<file path="src/rtl/regfile_context_sequencer_if.sv">
// -----------------------------------------------------------------------------
// regfile_context_sequencer_if
//
// Bus bundle between the context sequencer and the resources it moves data
// between: the register-file read/write ports and the memory handshake.
//
//   rf_rd_addr / rf_rd_data              register-file read port (data is
//                                        combinational from the address)
//   rf_wr_en / rf_wr_addr / rf_wr_data   register-file write port
//   mem_req / mem_we / mem_addr /
//   mem_wdata / mem_rdata / mem_ack      memory request/acknowledge handshake
//
// master : the sequencer (drives addresses, write data, requests)
// slave  : register file + memory (drive read data and acknowledge)
// -----------------------------------------------------------------------------
interface regfile_context_sequencer_if;
    logic [4:0]  rf_rd_addr;
    logic [31:0] rf_rd_data;
    logic        rf_wr_en;
    logic [4:0]  rf_wr_addr;
    logic [31:0] rf_wr_data;
    logic        mem_req;
    logic        mem_we;
    logic [31:0] mem_addr;
    logic [31:0] mem_wdata;
    logic [31:0] mem_rdata;
    logic        mem_ack;

    modport master (
        output rf_rd_addr,
        input  rf_rd_data,
        output rf_wr_en,
        output rf_wr_addr,
        output rf_wr_data,
        output mem_req,
        output mem_we,
        output mem_addr,
        output mem_wdata,
        input  mem_rdata,
        input  mem_ack
    );

    modport slave (
        input  rf_rd_addr,
        output rf_rd_data,
        input  rf_wr_en,
        input  rf_wr_addr,
        input  rf_wr_data,
        input  mem_req,
        input  mem_we,
        input  mem_addr,
        input  mem_wdata,
        output mem_rdata,
        output mem_ack
    );
endinterface

</file>
<file path="src/rtl/regfile_context_sequencer.sv">
// -----------------------------------------------------------------------------
// regfile_context_sequencer
//
// Moves a contiguous range of general-purpose registers (FIRST_REG..LAST_REG,
// never x0) between the register file and memory: save (regs -> save area),
// restore (restore area -> regs) or swap (save, then restore).
//
// Ports
//   clk           single clock, rising edge
//   reset         asynchronous, active-low; clears state and every output
//   ctx_req       start request, only looked at while idle
//   ctx_op        01 save, 10 restore, 11 swap, 00 no-op
//   save_base     word-aligned base of the save area (latched on accept)
//   restore_base  word-aligned base of the restore area (latched on accept)
//   bus           register-file and memory ports (master side)
//   stall, busy   high in every state except IDLE
//   done          one-cycle pulse in the final cycle of an operation
//
// Build option
//   CTX_SWAP_EN   when defined, ctx_op=11 performs a swap; when undefined,
//                 ctx_op=11 is ignored and the save-to-restore path is absent.
//
// All outputs are registered: next-cycle values are derived from the next
// state in the combinational block, so they line up with the state they
// belong to.
// -----------------------------------------------------------------------------
module regfile_context_sequencer #(
    parameter int FIRST_REG = 1,
    parameter int LAST_REG  = 31
) (
    input  logic                               clk,
    input  logic                               reset,
    input  logic                               ctx_req,
    input  logic [1:0]                         ctx_op,
    input  logic [31:0]                        save_base,
    input  logic [31:0]                        restore_base,
    regfile_context_sequencer_if.master        bus,
    output logic                               stall,
    output logic                               busy,
    output logic                               done
);

    // x0 is hard-wired zero, so the range always starts at 1 or above.
    localparam logic [4:0] FIRST_IDX = (FIRST_REG == 0) ? 5'd1 : 5'(FIRST_REG);
    localparam logic [4:0] LAST_IDX  = 5'(LAST_REG);

    typedef enum logic [2:0] {
        IDLE,
        SAVE_RD,
        SAVE_MEM,
        REST_MEM,
        REST_WR,
        DONE
    } state_t;

    state_t      state_q, state_d;
    logic [4:0]  idx_q, idx_d;
    logic [31:0] save_base_q, save_base_d;
    logic [31:0] restore_base_q, restore_base_d;
    logic        mem_req_q, mem_req_d;
    logic        mem_we_q, mem_we_d;
    logic [31:0] mem_addr_q, mem_addr_d;
    logic [31:0] mem_wdata_q, mem_wdata_d;
    logic [4:0]  rf_rd_addr_q, rf_rd_addr_d;
    logic        rf_wr_en_q, rf_wr_en_d;
    logic [4:0]  rf_wr_addr_q, rf_wr_addr_d;
    logic [31:0] rf_wr_data_q, rf_wr_data_d;
    logic        busy_q, busy_d;
    logic        done_q, done_d;
`ifdef CTX_SWAP_EN
    logic        swap_q, swap_d;
`endif
    logic        accept;
    logic [31:0] word_offset;

    always_comb begin
        state_d        = state_q;
        idx_d          = idx_q;
        save_base_d    = save_base_q;
        restore_base_d = restore_base_q;
        mem_wdata_d    = mem_wdata_q;
        rf_wr_data_d   = rf_wr_data_q;
`ifdef CTX_SWAP_EN
        swap_d         = swap_q;
        accept         = ctx_req && (ctx_op != 2'b00);
`else
        // Without swap support, op 11 is indistinguishable from a no-op.
        accept         = ctx_req && ((ctx_op == 2'b01) || (ctx_op == 2'b10));
`endif

        case (state_q)
            IDLE: begin
                if (accept) begin
                    save_base_d    = save_base;
                    restore_base_d = restore_base;
                    idx_d          = FIRST_IDX;
`ifdef CTX_SWAP_EN
                    swap_d         = (ctx_op == 2'b11);
`endif
                    state_d        = (ctx_op == 2'b10) ? REST_MEM : SAVE_RD;
                end
            end
            SAVE_RD: begin
                mem_wdata_d = bus.rf_rd_data;
                state_d     = SAVE_MEM;
            end
            SAVE_MEM: begin
                if (bus.mem_ack) begin
                    if (idx_q < LAST_IDX) begin
                        idx_d   = idx_q + 5'd1;
                        state_d = SAVE_RD;
                    end else begin
`ifdef CTX_SWAP_EN
                        if (swap_q) begin
                            idx_d   = FIRST_IDX;
                            state_d = REST_MEM;
                        end else begin
                            state_d = DONE;
                        end
`else
                        state_d = DONE;
`endif
                    end
                end
            end
            REST_MEM: begin
                if (bus.mem_ack) begin
                    rf_wr_data_d = bus.mem_rdata;
                    state_d      = REST_WR;
                end
            end
            REST_WR: begin
                if (idx_q < LAST_IDX) begin
                    idx_d   = idx_q + 5'd1;
                    state_d = REST_MEM;
                end else begin
                    state_d = DONE;
                end
            end
            DONE: begin
                idx_d   = FIRST_IDX;
                state_d = IDLE;
            end
            default: begin
                state_d = IDLE;
            end
        endcase

        // Registered outputs follow the state being entered. While waiting for
        // an ack the state and index do not move, so address/request stay put.
        word_offset  = {25'd0, idx_d, 2'b00};
        mem_req_d    = (state_d == SAVE_MEM) || (state_d == REST_MEM);
        mem_we_d     = (state_d == SAVE_MEM);
        mem_addr_d   = (state_d == SAVE_MEM) ? save_base_d + word_offset :
                       (state_d == REST_MEM) ? restore_base_d + word_offset : 32'd0;
        rf_rd_addr_d = (state_d == SAVE_RD) ? idx_d : 5'd0;
        rf_wr_en_d   = (state_d == REST_WR);
        rf_wr_addr_d = (state_d == REST_WR) ? idx_d : 5'd0;
        busy_d       = (state_d != IDLE);
        done_d       = (state_d == DONE);
    end

    always_ff @(posedge clk or negedge reset) begin
        if (!reset) begin
            state_q        <= IDLE;
            idx_q          <= FIRST_IDX;
            save_base_q    <= 32'd0;
            restore_base_q <= 32'd0;
            mem_req_q      <= 1'b0;
            mem_we_q       <= 1'b0;
            mem_addr_q     <= 32'd0;
            mem_wdata_q    <= 32'd0;
            rf_rd_addr_q   <= 5'd0;
            rf_wr_en_q     <= 1'b0;
            rf_wr_addr_q   <= 5'd0;
            rf_wr_data_q   <= 32'd0;
            busy_q         <= 1'b0;
            done_q         <= 1'b0;
`ifdef CTX_SWAP_EN
            swap_q         <= 1'b0;
`endif
        end else begin
            state_q        <= state_d;
            idx_q          <= idx_d;
            save_base_q    <= save_base_d;
            restore_base_q <= restore_base_d;
            mem_req_q      <= mem_req_d;
            mem_we_q       <= mem_we_d;
            mem_addr_q     <= mem_addr_d;
            mem_wdata_q    <= mem_wdata_d;
            rf_rd_addr_q   <= rf_rd_addr_d;
            rf_wr_en_q     <= rf_wr_en_d;
            rf_wr_addr_q   <= rf_wr_addr_d;
            rf_wr_data_q   <= rf_wr_data_d;
            busy_q         <= busy_d;
            done_q         <= done_d;
`ifdef CTX_SWAP_EN
            swap_q         <= swap_d;
`endif
        end
    end

    assign bus.mem_req    = mem_req_q;
    assign bus.mem_we     = mem_we_q;
    assign bus.mem_addr   = mem_addr_q;
    assign bus.mem_wdata  = mem_wdata_q;
    assign bus.rf_rd_addr = rf_rd_addr_q;
    assign bus.rf_wr_en   = rf_wr_en_q;
    assign bus.rf_wr_addr = rf_wr_addr_q;
    assign bus.rf_wr_data = rf_wr_data_q;
    assign busy           = busy_q;
    assign stall          = busy_q;
    assign done           = done_q;

endmodule

</file>
<file path="src/flat_wrapper.sv">
// flat-port wrapper written by rule: the top's interface ports become plain ports
module regfile_context_sequencer_flat 
#(
    parameter int FIRST_REG = 1,
    parameter int LAST_REG  = 31
)
  (clk, reset, ctx_req, ctx_op, save_base, restore_base, stall, busy, done, bus_rf_rd_addr, bus_rf_rd_data, bus_rf_wr_en, bus_rf_wr_addr, bus_rf_wr_data, bus_mem_req, bus_mem_we, bus_mem_addr, bus_mem_wdata, bus_mem_rdata, bus_mem_ack);
  regfile_context_sequencer_if bus_i ();
  input  logic clk;
  input  logic reset;
  input  logic ctx_req;
  input  logic [1:0] ctx_op;
  input  logic [31:0] save_base;
  input  logic [31:0] restore_base;
  output logic stall;
  output logic busy;
  output logic done;
  output wire logic [$bits(bus_i.rf_rd_addr)-1:0] bus_rf_rd_addr;
  input wire logic [$bits(bus_i.rf_rd_data)-1:0] bus_rf_rd_data;
  output wire logic [$bits(bus_i.rf_wr_en)-1:0] bus_rf_wr_en;
  output wire logic [$bits(bus_i.rf_wr_addr)-1:0] bus_rf_wr_addr;
  output wire logic [$bits(bus_i.rf_wr_data)-1:0] bus_rf_wr_data;
  output wire logic [$bits(bus_i.mem_req)-1:0] bus_mem_req;
  output wire logic [$bits(bus_i.mem_we)-1:0] bus_mem_we;
  output wire logic [$bits(bus_i.mem_addr)-1:0] bus_mem_addr;
  output wire logic [$bits(bus_i.mem_wdata)-1:0] bus_mem_wdata;
  input wire logic [$bits(bus_i.mem_rdata)-1:0] bus_mem_rdata;
  input wire logic [$bits(bus_i.mem_ack)-1:0] bus_mem_ack;
  assign bus_rf_rd_addr = bus_i.rf_rd_addr;
  assign bus_i.rf_rd_data = bus_rf_rd_data;
  assign bus_rf_wr_en = bus_i.rf_wr_en;
  assign bus_rf_wr_addr = bus_i.rf_wr_addr;
  assign bus_rf_wr_data = bus_i.rf_wr_data;
  assign bus_mem_req = bus_i.mem_req;
  assign bus_mem_we = bus_i.mem_we;
  assign bus_mem_addr = bus_i.mem_addr;
  assign bus_mem_wdata = bus_i.mem_wdata;
  assign bus_i.mem_rdata = bus_mem_rdata;
  assign bus_i.mem_ack = bus_mem_ack;
  regfile_context_sequencer #(.FIRST_REG(FIRST_REG), .LAST_REG(LAST_REG)) u_core (.clk(clk), .reset(reset), .ctx_req(ctx_req), .ctx_op(ctx_op), .save_base(save_base), .restore_base(restore_base), .bus(bus_i), .stall(stall), .busy(busy), .done(done));
endmodule
</file>
<file path="config.mk">
export PLATFORM = sky130hd
export DESIGN_NAME = regfile_context_sequencer_flat
export DESIGN_NICKNAME = d
export VERILOG_FILES = /design/src/rtl/regfile_context_sequencer_if.sv /design/src/rtl/regfile_context_sequencer.sv /design/src/flat_wrapper.sv
export SDC_FILE = /design/constraint.sdc
export NUM_CORES = 1
export LEC_CHECK = 0
export BUFFER_PORTS_ARGS = -buffer_cell sky130_fd_sc_hd__buf_2
export CAP_MARGIN = 10
export CORE_MARGIN = 1.5
export CORE_UTILIZATION = 48
export DETAILED_ROUTE_END_ITERATION = 7
export HOLD_SLACK_MARGIN = 0.15
export PLACE_DENSITY = 0.77
export SLEW_MARGIN = 20
export SYNTH_ARGS = -nofsm -noshare
export SYNTH_HDL_FRONTEND = slang
export SYNTH_SLANG_ARGS = --single-unit
</file>
<file path="constraint.sdc">
create_clock -name clk -period 3.7 [get_ports clk]
set_input_delay 0.555 -clock clk [delete_from_list [all_inputs] [get_ports clk]]
set_output_delay 0.555 -clock clk [all_outputs]
set_load 0.005 [all_outputs]
</file>
Word-level counts from Yosys, hierarchy flattened
Index checks and enable logic that the tools add are counted.
{ "totals": {"inputBits": 134, "elab_cells": 55, "reg_bits": 183, "out_inout_bits": 112} }
{ "op_classes": {"reduce_logical": 6, "order_cmp": 1, "n_eq_ne": 12, "n_addsub": 3, "mux": 19} }
{ "ops": {"columns": ["operator", "n"], "rows": [
  ["32-bit 2-to-1 mux", 6],
  ["32-bit by 7-bit adder with 32-bit output", 2],
  ["5-bit 2-to-1 mux", 5],
  ["5-bit one-hot mux with 4 select lines", 1],
  ["3-bit 2-to-1 mux", 5],
  ["3-bit one-hot mux with 5 select lines", 1],
  ["3-bit by 2-bit equality test with 1-bit output, second input constant", 4],
  ["3-bit equality test, second input constant", 4],
  ["3-bit by 1-bit equality test with 1-bit output, second input constant", 2],
  ["5-bit by 1-bit adder with 5-bit output, second input constant", 1],
  ["5-bit < comparator, second input constant", 1],
  ["3-bit zero test", 1],
  ["3-bit nonzero test", 1],
  ["2-bit by 1-bit equality test with 1-bit output, second input constant", 1],
  ["2-bit equality test, second input constant", 1],
  ["1-bit logical OR", 2],
  ["2-bit 2-to-1 mux", 1],
  ["2-bit AND reduction", 1],
  ["1-bit logical AND", 1]
]} }

Longest topological paths before layout
Gate-level depths: netlist of run 1.
{ "logic_depth": {"depth_word": 8, "depth_mapped": 21} }

Least setup slack after synthesis of run 1
Ideal clock, no wire load.
{ "synth_path": {"path_type": "in2reg", "startpoint": "in ctx_op[0]", "endpoint": "reg u_core.mem_addr_q[28] (netlist: u_core.bus.mem_addr[28])", "setup_ps": 87, "arrival_time_ps": 4507, "stages": 21, "setup_slack_ps": -894, "cell_sequence": "inv_1 ha_1 nor4b_1 buf_2 nand2_2 buf_2 buf_1 clkbuf_1 buf_1 nand2_1 nand2_1 ha_1 inv_1 fa_1 nor2b_1 o31ai_1 a222oi_1 buf_2 nand4_1 or4_1 o211ai_1"} }
{ "synth_via": {"elab_chain_len": 8, "elab_cells_between_ends": 19, "cone_classes": "add/sub: 2; eq/ne: 4; mux: 11; reduce/logical: 2"} }
{ "synth_rtl": {"columns": ["element", "line_no", "rtl"], "rows": [
  ["from (decl)", "flat_wrapper.sv:12", "input logic [1:0] ctx_op;"],
  ["2-bit by 1-bit equality test with 1-bit output or 2-bit equality test (tied branches)", "regfile_context_sequencer.sv:88", "accept = ctx_req && ((ctx_op == 2'b01) || (ctx_op == 2'b10));"],
  ["1-bit logical OR *", "regfile_context_sequencer.sv:88", null],
  ["1-bit logical AND *", "regfile_context_sequencer.sv:88", null],
  ["32-bit 2-to-1 mux *", "regfile_context_sequencer.sv:93", "if (accept) begin"],
  ["32-bit 2-to-1 mux *", "regfile_context_sequencer.sv:91", "case (state_q)"],
  ["net u_core.restore_base_d[2]", "regfile_context_sequencer.sv:59", "logic [31:0] restore_base_q, restore_base_d;"],
  ["32-bit by 7-bit adder with 32-bit output *", "regfile_context_sequencer.sv:155", "(state_d == REST_MEM) ? restore_base_d + word_offset : 32'd0;"],
  ["32-bit 2-to-1 mux *", "regfile_context_sequencer.sv:155", null],
  ["32-bit 2-to-1 mux *", "regfile_context_sequencer.sv:154", "mem_addr_d = (state_d == SAVE_MEM) ? save_base_d + word_offset :"],
  ["net u_core.mem_addr_d[28]", "regfile_context_sequencer.sv:62", "logic [31:0] mem_addr_q, mem_addr_d;"],
  ["to (signal assigned)", "regfile_context_sequencer.sv:189", "mem_addr_q <= mem_addr_d;"],
  ["to (decl)", "regfile_context_sequencer.sv:62", null]
]} }
The timed path passes the listed nets; every way through them passes the cells marked *.
A chain may end at the register's enable or synchronous reset.

Worst setup path in the final report of run 1
{ "layout_path": {"startpoint": "in ctx_op[0]", "endpoint": "reg u_core.mem_addr_q[16] (netlist: u_core.bus.mem_addr[16])"} }
{ "layout_via": {"elab_chain_len": 8, "elab_cells_between_ends": 19, "cone_classes": "add/sub: 2; eq/ne: 4; mux: 11; reduce/logical: 2"} }
{ "layout_rtl": {"columns": ["element", "line_no", "rtl"], "rows": [
  ["2-bit by 1-bit equality test with 1-bit output or 2-bit equality test (tied branches)", "regfile_context_sequencer.sv:88", null],
  ["1-bit logical OR *", "regfile_context_sequencer.sv:88", null],
  ["1-bit logical AND *", "regfile_context_sequencer.sv:88", null],
  ["5-bit 2-to-1 mux *", "regfile_context_sequencer.sv:93", null],
  ["5-bit one-hot mux with 4 select lines *", "regfile_context_sequencer.sv:91", null],
  ["net u_core.idx_d[3]", "regfile_context_sequencer.sv:57", "logic [4:0] idx_q, idx_d;"],
  ["32-bit by 7-bit adder with 32-bit output", "regfile_context_sequencer.sv:155", null],
  ["32-bit 2-to-1 mux", "regfile_context_sequencer.sv:155", null],
  ["32-bit 2-to-1 mux *", "regfile_context_sequencer.sv:154", null],
  ["net u_core.mem_addr_d[16]", "regfile_context_sequencer.sv:62", null]
]} }
Marks and branches as above.

==> metrics.md, run 1 <==
| Metric | Value |
|---|---|
| TritonCTS Buffers | 17 |
| Min-delay worst type | in2async |
| Synthesized cell area | 8967 sq um |
| Pin count of the biggest net entering global routing | 81 |
| Worst-margin pin slew | 1.111 ns |
| Post-Route WL | 25.36 mm |
| Most frequent cells in the layout | 243 x buf_2, 237 x nand2_1, 182 x dfrtp_1, 70 x buf_4, 36 x mux2_2 |
| Element type at the critical path start | input port |
| Post-layout net count | 1365 |
| RSZ-0062 raised after global routing | yes |
| Worst-Skew Late Latency | roughly 0.43 ns |
| # IOs | 246 |
| Final setup vio count | 0 |
| Max-cap violations | 0 |
| Worst-path cell chain | clkbuf_4, inv_12, ha_4, or3b_2, a21oi_1, nor2_1, o21a_1, a31oi_2, inv_1, ha_1, or2_2, buf_4, o221a_2, buf_4, buf_4, nand3b_1, xor2_1, o22ai_1 |
| CP endpoint kind | flop |
| Vias | between 8000 and 9000 |
| GP Congestion | 0.9051 |
| Max FO, Critical Path | 5 |
| Commonest non-fill, non-tap cell in the layout | buf_2 |
| Kind of critical path | in2reg |
| H-Tree Level Count | 4 |
| Tcrit/Tclk final | 97.58% |
| Syn-to-layout area delta | 29.34% |
| Fmax | ~280 MHz |
| YS warnings | 0 |
| Synthesized area per cell | 9.653 sq um |
| Die height | 139.7 microns |
| Ys async rst share | 100.0% |
| DP Worst Slack | -0.3565 ns |
| Post-CTS Hold Buffers | 0 |
| Worst path bufs/invs | 6 |
| Drt drc | 16 |
| Cell count after synthesis | just over 900 |
| CTS tree | built |
| Initial antenna violation count | 1 |
| Most used DFF post-synth | dfrtp_1 |
| Top cell family by delay on the critical path | simple AND/OR/NAND/NOR gates |
| Non-filler cells in the finished layout | 1459 |
| Peak supply drop | 0.0003599 V |
| Post-route setup slack | 0.08954 ns |
| Status | complete, but fails checks |
| First-pass GRT wire length | 40.34 mm |
| 1st-iter DRT viols | 650 |
| Slowest CP cell | or3b_2 |
| Final Hold Viols | 0 |
| Post-synthesis sequential area ratio | 51.08% |
| Placed cell count | 1426 |
| Seq cells post-synth | 183 |
| Row count | 49 |
| Clock root buffer | clkbuf_16 |
| Pins Over Slew Limit | 0 |
| Cell taking the most area after synthesis | dfrtp_1 |
| CTS sink cnt | 183 |
| Synth cell types | 65 |
| Pleak | 5.979 nW |
| Starting Density | ~50% |
| Die Footprint | about 20000 sq um |
| PortBufs | 245 |
| Required time of the critical path | just under 4 ns |
| Layout cell share with drive strength beyond 1 | approximately a third |
| Top cell by count, worst path | buf_4 |
| Die W | roughly 140 microns |
| Cell Pwr Density | between 700 and 800 nW/um^2 |
| Top-area cell type share of the netlist area | 50.79% |
| Max-slew headroom | 25.96% |
| Final HPWL DP | 18.46 mm |
| DRT antenna net count | 0 |
| Ranking of synthesized cells by area | dfrtp_1 51%, nand2_1 10%, mux2_2 4.5% |
| Failing checks | DRC |
| Max stage delay on crit path | around 0.45 ns |
| Pre-antenna DRT Iters | 8 |
| Clock Skews | 0.01306 ns |
| Core area | 18150 sq um |
| Setup TNS | 0 ns |
| Fin crit period | 3.610 ns |
| Clock Tree Buf Depth | 2 |
| Post-synth EDFFs | 0 |
| Grt ovf | 0 |
| Number of global-route vias before repair | 7973 |
| Routed len/inst | 17.38 microns |
| Post-synth net total | 1077 |
| Worst EP arrival | between 3 and 4 ns |
| GRT Total Usage | 25.97% |
| Worst-path clk slew | 0.07 ns |
| Mean number of vias per cell | about 5.5 |
## synthesized netlist by cell type, types with 5 or more instances
library cell	number
a22o_1	5
mux2_2	36
o21ai_0	28
nand3_1	35
nor3_1	8
a21o_1	5
a21oi_1	20
clkbuf_1	30
xor2_1	18
a31oi_1	10
a22oi_1	5
inv_1	29
buf_1	9
mux2i_1	22
nor2_1	32
ha_1	12
a222oi_1	5
and4_1	9
nor2b_1	7
or3_1	7
dfrtp_1	182
o211ai_1	19
o32ai_1	8
nand2b_1	5
buf_2	7
and2_1	6
xnor2_1	16
o31ai_1	5
nand4_1	22
or2_2	5
o22ai_1	14
and3_1	20
nand2_1	238
## registers in the layout, summed over array words and instances, names as in the netlist
signal and flops:
u_core.bus.rf_wr_addr 5, u_core.bus.mem_we 1, u_core.bus.mem_req 1, u_core.bus.mem_addr 32, u_core.restore_base_q 32, u_core.save_base_q 32
u_core.done 1, u_core.bus.rf_wr_data 32, u_core.bus.rf_rd_addr 5, u_core.idx_q 5, u_core.state_q 3, u_core.bus.mem_wdata 32
u_core.bus.rf_wr_en 1, u_core.busy 1
## cell families (layout without fill, tap and decap cells)
| logic type | count (synthesis) | count (layout) | synth area share [%] |
|---|---|---|---|
| multiplexers | 58 | 58 | 6.976 |
| flip-flops | 183 | 183 | 51.08 |
| AO/OA/AOI/OAI | 145 | 145 | 11.20 |
| other | 0 | 1 | 0 |
| buffers and inverters | 78 | 378 | 3.488 |
| adder cells (fa/ha/maj) | 14 | 14 | 2.121 |
| XOR/XNOR | 34 | 34 | 3.321 |
| AND/OR/NAND/NOR | 417 | 417 | 21.81 |
## worst reg2reg max path: stages, from the launching register on
cell      delay, ns
dfrtp_1        0.41
or3b_2         0.49
a21oi_1        0.16
nor2_1         0.08
o21a_1         0.20
a31oi_2        0.17
inv_1          0.12
ha_1           0.21
or2_2          0.30
buf_4          0.14
o221a_2        0.29
buf_4          0.15
buf_4          0.14
nand3b_1       0.13
xor2_1         0.23
o22ai_1        0.10
## per-layer routing
layer  share of wire [%]  global-route usage, %  vias up
met1                  42                  33.61     3878
met2                  49                  43.75      328
met5                   0                      0        -
met3                 6.9                  5.540       49
met4                 2.0                  8.199        0
li1                    -                      -     3822
## stage by stage
stage          area [sq um]  utilization (%)  hold slack [ns]  power [mW]
2_1_floorplan          9101                -           0.2594       5.472
3_3_place_gp          10940            60.27           0.4519       6.925
3_5_place_dp          10940            60.27           0.4570       7.023
4_1_cts               11520            63.50           0.1680       8.898
5_1_grt               11600            63.91           0.1875       9.498
6_report              11600            63.91           0.1245       8.935
## report_power, final
part	switching, mW	internal (mW)	leakage, nW	total, mW
Sequential	0.439	2.88	2.30	3.32
Combinational	2.09	1.69	3.38	3.78
Clock	0.819	1.02	0.292	1.84
## area by class of cell
cell class                      count  area [sq um]
Fill cell                        1500          6549
Timing Repair Buffer              317          1794
Antenna cell                        1         2.502
Multi-Input combinational cell    668          4224
Clock inverter                     13         156.4
Clock buffer                       18         429.2
Tap cell                          229         286.5
Sequential cell                   183          4581
Inverter                           30         125.1
## final timing paths
check	startpoint	end	slack, ns	cells after the start
max	ctx_op[0]	u_core.bus.mem_addr[16]	0.09	18
min	reset	u_core.save_base_q[15]	0.12	1
max reg2reg	u_core.state_q[1]	u_core.bus.mem_addr[16]	0.20	15
min reg2reg	u_core.bus.rf_wr_data[2]	u_core.bus.rf_wr_data[2]	0.47	2
max in group asynchronous	reset	u_core.bus.mem_addr[8]	2.67	2
min in group clk	bus_mem_rdata[16]	u_core.bus.rf_wr_data[16]	0.32	3
## what timing repair did
item,CTS,global route
resized for setup,0,14
endpoints found under the setup margin,0,19
buffers inserted,0,1
Power figures use the tool's default switching activity.
==> run 2: changes to the inputs <==
Settings changed: ABC_CLOCK_PERIOD_IN_PS set to 3700, BUFFER_PORTS_ARGS -buffer_cell sky130_fd_sc_hd__buf_2 to unset, DONT_BUFFER_PORTS set to 1, PLACE_DENSITY 0.77 to 0.65.
==> metrics.md, run 2 (synthesis gave the netlist of run 1 again) <==
| Metric | Value |
|---|---|
| Die Footprint | 19510 sq um (unchanged) |
| Overall Power | 8.360 mW (-6.4%) |
| Hold Slack | -0.1902 ns (-0.3147 ns) |
| Syn-to-layout area delta | 13.73% |
| Element type at the critical path start | flop |
| Tcrit/Tclk final | 94.08% (-3.5 points) |
| Required time of the critical path | 3.97 ns (+0.02 ns) |
| Design area | 10200 sq um (-12%) |
| Grt ovf | 0 (unchanged) |
| Peak supply drop | 0.0004686 V (+30%) |
| Clock Skews | 0.01627 ns (+0.003210 ns) |
| Max-cap violations | 0 (unchanged) |
| Max FO, Critical Path | 9 (+4) |
| Worst EP arrival | 3.76 ns (-0.10 ns) |
| Pre-antenna DRT Iters | 8 (unchanged) |
| Starting Density | 49.41% (unchanged) |
| Final HPWL DP | 17.03 mm (-7.7%) |
| Core area | 18150 sq um (unchanged) |
| Multi-input logic area | 4192 sq um (-0.77%) |
| Final setup vio count | 0 (unchanged) |
| GRT Total Usage | 25.19% (-0.79 points) |
| Final Hold Viols | 182 (+182) |
| Post-layout net count | 1100 (-19%) |
| Placed inst area | 9548 sq um (-13%) |
| Min-delay worst type | in2async |
| Layout cell share with drive strength beyond 1 | 16.58% (-18 points) |
| Commonest non-fill, non-tap cell in the layout | nand2_1 |
| # IOs | 246 (unchanged) |
| Worst-margin pin slew | 0.9326 ns (-0.1780 ns) |
| Row count | 49 (unchanged) |
| Worst-Skew Late Latency | 0.45 ns (+0.02 ns) |
| PortBufs | 0 (-100%) |
| Antenna diode instance count | 0 (-1) |
| H-Tree Level Count | 4 (unchanged) |
| RSZ-0062 raised after global routing | no |
| Status | complete, but fails checks |
| CTS sink cnt | 183 (unchanged) |
| Vias | 7035 (-13%) |
| # fillers | 1613 (+7.5%) |
| Die height | 139.7 microns (unchanged) |
| Number of global-route vias before repair | 7113 (-11%) |
| Worst-path clk slew | 0.07 ns (about the same) |
| TritonCTS Buffers | 17 (unchanged) |
| GP Congestion | 0.8969 (-0.91%) |
| Die W | 139.7 microns (unchanged) |
| Setup TNS | 0 ns (unchanged) |
| Mean number of vias per cell | 5.892 (+6.4%) |
| Pin count of the biggest net entering global routing | 184 (+130%) |
| Cell Pwr Density | 819.7 nW/um^2 (+6.4%) |
| Max-slew headroom | 37.76% (+12 points) |
| Clock root buffer | clkbuf_16 |
| Initial antenna violation count | 0 (-1) |
| Fmax | 287.3 MHz (+3.7%) |
| Kind of critical path | reg2reg |
| FF+latch area | 4581 sq um (unchanged) |
| Failing checks | DRC, hold timing |
| Clock Tree Buf Depth | 2 (unchanged) |
| Most frequent cells in the layout | 237 x nand2_1, 182 x dfrtp_1, 52 x buf_4, 36 x mux2_2, 34 x nand3_1 |
| DRT antenna net count | 0 (unchanged) |
| First-pass GRT wire length | 38.25 mm (-5.2%) |
| Drt drc | 16 (unchanged) |
| CP endpoint kind | flop |
| Fin crit period | 3.481 ns (-0.1294 ns) |
| Post-Route WL | 24.29 mm (-4.2%) |
| Routed len/inst | 20.34 microns (+17%) |
| Pleak | 4.806 nW (-20%) |
| 1st-iter DRT viols | 558 (-14%) |
| Pins Over Slew Limit | 0 (unchanged) |
| Number of setup buffers added after CTS | 0 (unchanged) |
| CTS tree | built |
[run 2: cell types whose count changed in the layout (fill, tap and decap cells not counted), sizes merged]
cell,change
clkbuf,-2
buf,-263
clkinv,+2
inv,-3
clkinvlp,+2
diode,-1
[run 2: power breakdown]
group | internal (mW) | switching [mW] | leakage [nW] | total (mW)
logic | 1.25 | 1.71 | 2.20 | 2.96
clock network | 1.05 | 0.874 | 0.299 | 1.92
registers | 2.88 | 0.592 | 2.30 | 3.48
[run 2: cell type report]
type	count	area share (%)
inverter	30	1.227
clock inverter	14	1.816
timing repair buffer	52	3.828
tap	229	2.809
sequential	183	44.91
multi-input combinational	668	41.10
clock buffer	18	4.306
[run 2: per-layer routing]
metal	wire length, microns	vias to the layer above	part of all wire, %	global-route usage, %
met5	0	-	0	0
met3	2086	33	8.6	7.158
li1	-	3296	-	-
met4	509	0	2.1	8.975
met1	10630	3384	44	34.43
met2	11060	322	46	38.44
[run 2: critical path, cell delays in order, from the launching register on]
cell and delay [ns]:
dfrtp_1 0.43, or4b_4 0.56, nor2_4 0.13, nor2_1 0.04
o21ai_1 0.07, o22ai_1 0.10, inv_1 0.09, ha_2 0.19
inv_2 0.04, fa_2 0.35, nor2b_2 0.16, o31ai_2 0.09
a222oi_1 0.28, buf_4 0.18, buf_4 0.18, o2111ai_1 0.15
xor2_1 0.17, o32ai_1 0.12
[run 2: stage by stage]
step                setup WS [ns]  utilization, %  hold WS, ns  instances
finish                     0.2189           56.20      -0.1902       1194
global route             0.006245           56.20      -0.2127       1194
CTS                        0.2119           56.05      -0.2065       1194
detailed placement        -0.1259           52.61       0.2649       1162
global placement         -0.09130           52.61       0.2645       1162
floorplan                 -0.3960               -       0.2594        929
[run 2: final timing paths]
path                                        from                        end  slack, ns  cells after the start
setup / recovery               u_core.state_q[1]    u_core.bus.mem_addr[20]       0.22                     17
hold / removal                             reset     u_core.save_base_q[16]      -0.19                      0
setup reg to reg               u_core.state_q[1]    u_core.bus.mem_addr[20]       0.22                     17
hold reg to reg            u_core.save_base_q[1]      u_core.save_base_q[1]       0.48                      2
max in group asynchronous                  reset  u_core.restore_base_q[10]       3.39                      0
min in group clk               bus_mem_rdata[16]  u_core.bus.rf_wr_data[16]       0.22                      2
[run 2: repair_timing]
item / 4_1_cts / 5_1_grt
endpoints found under the hold margin: 183 / 183
setup endpoints to repair: 0 / 12
gates resized for setup: 0 / 6
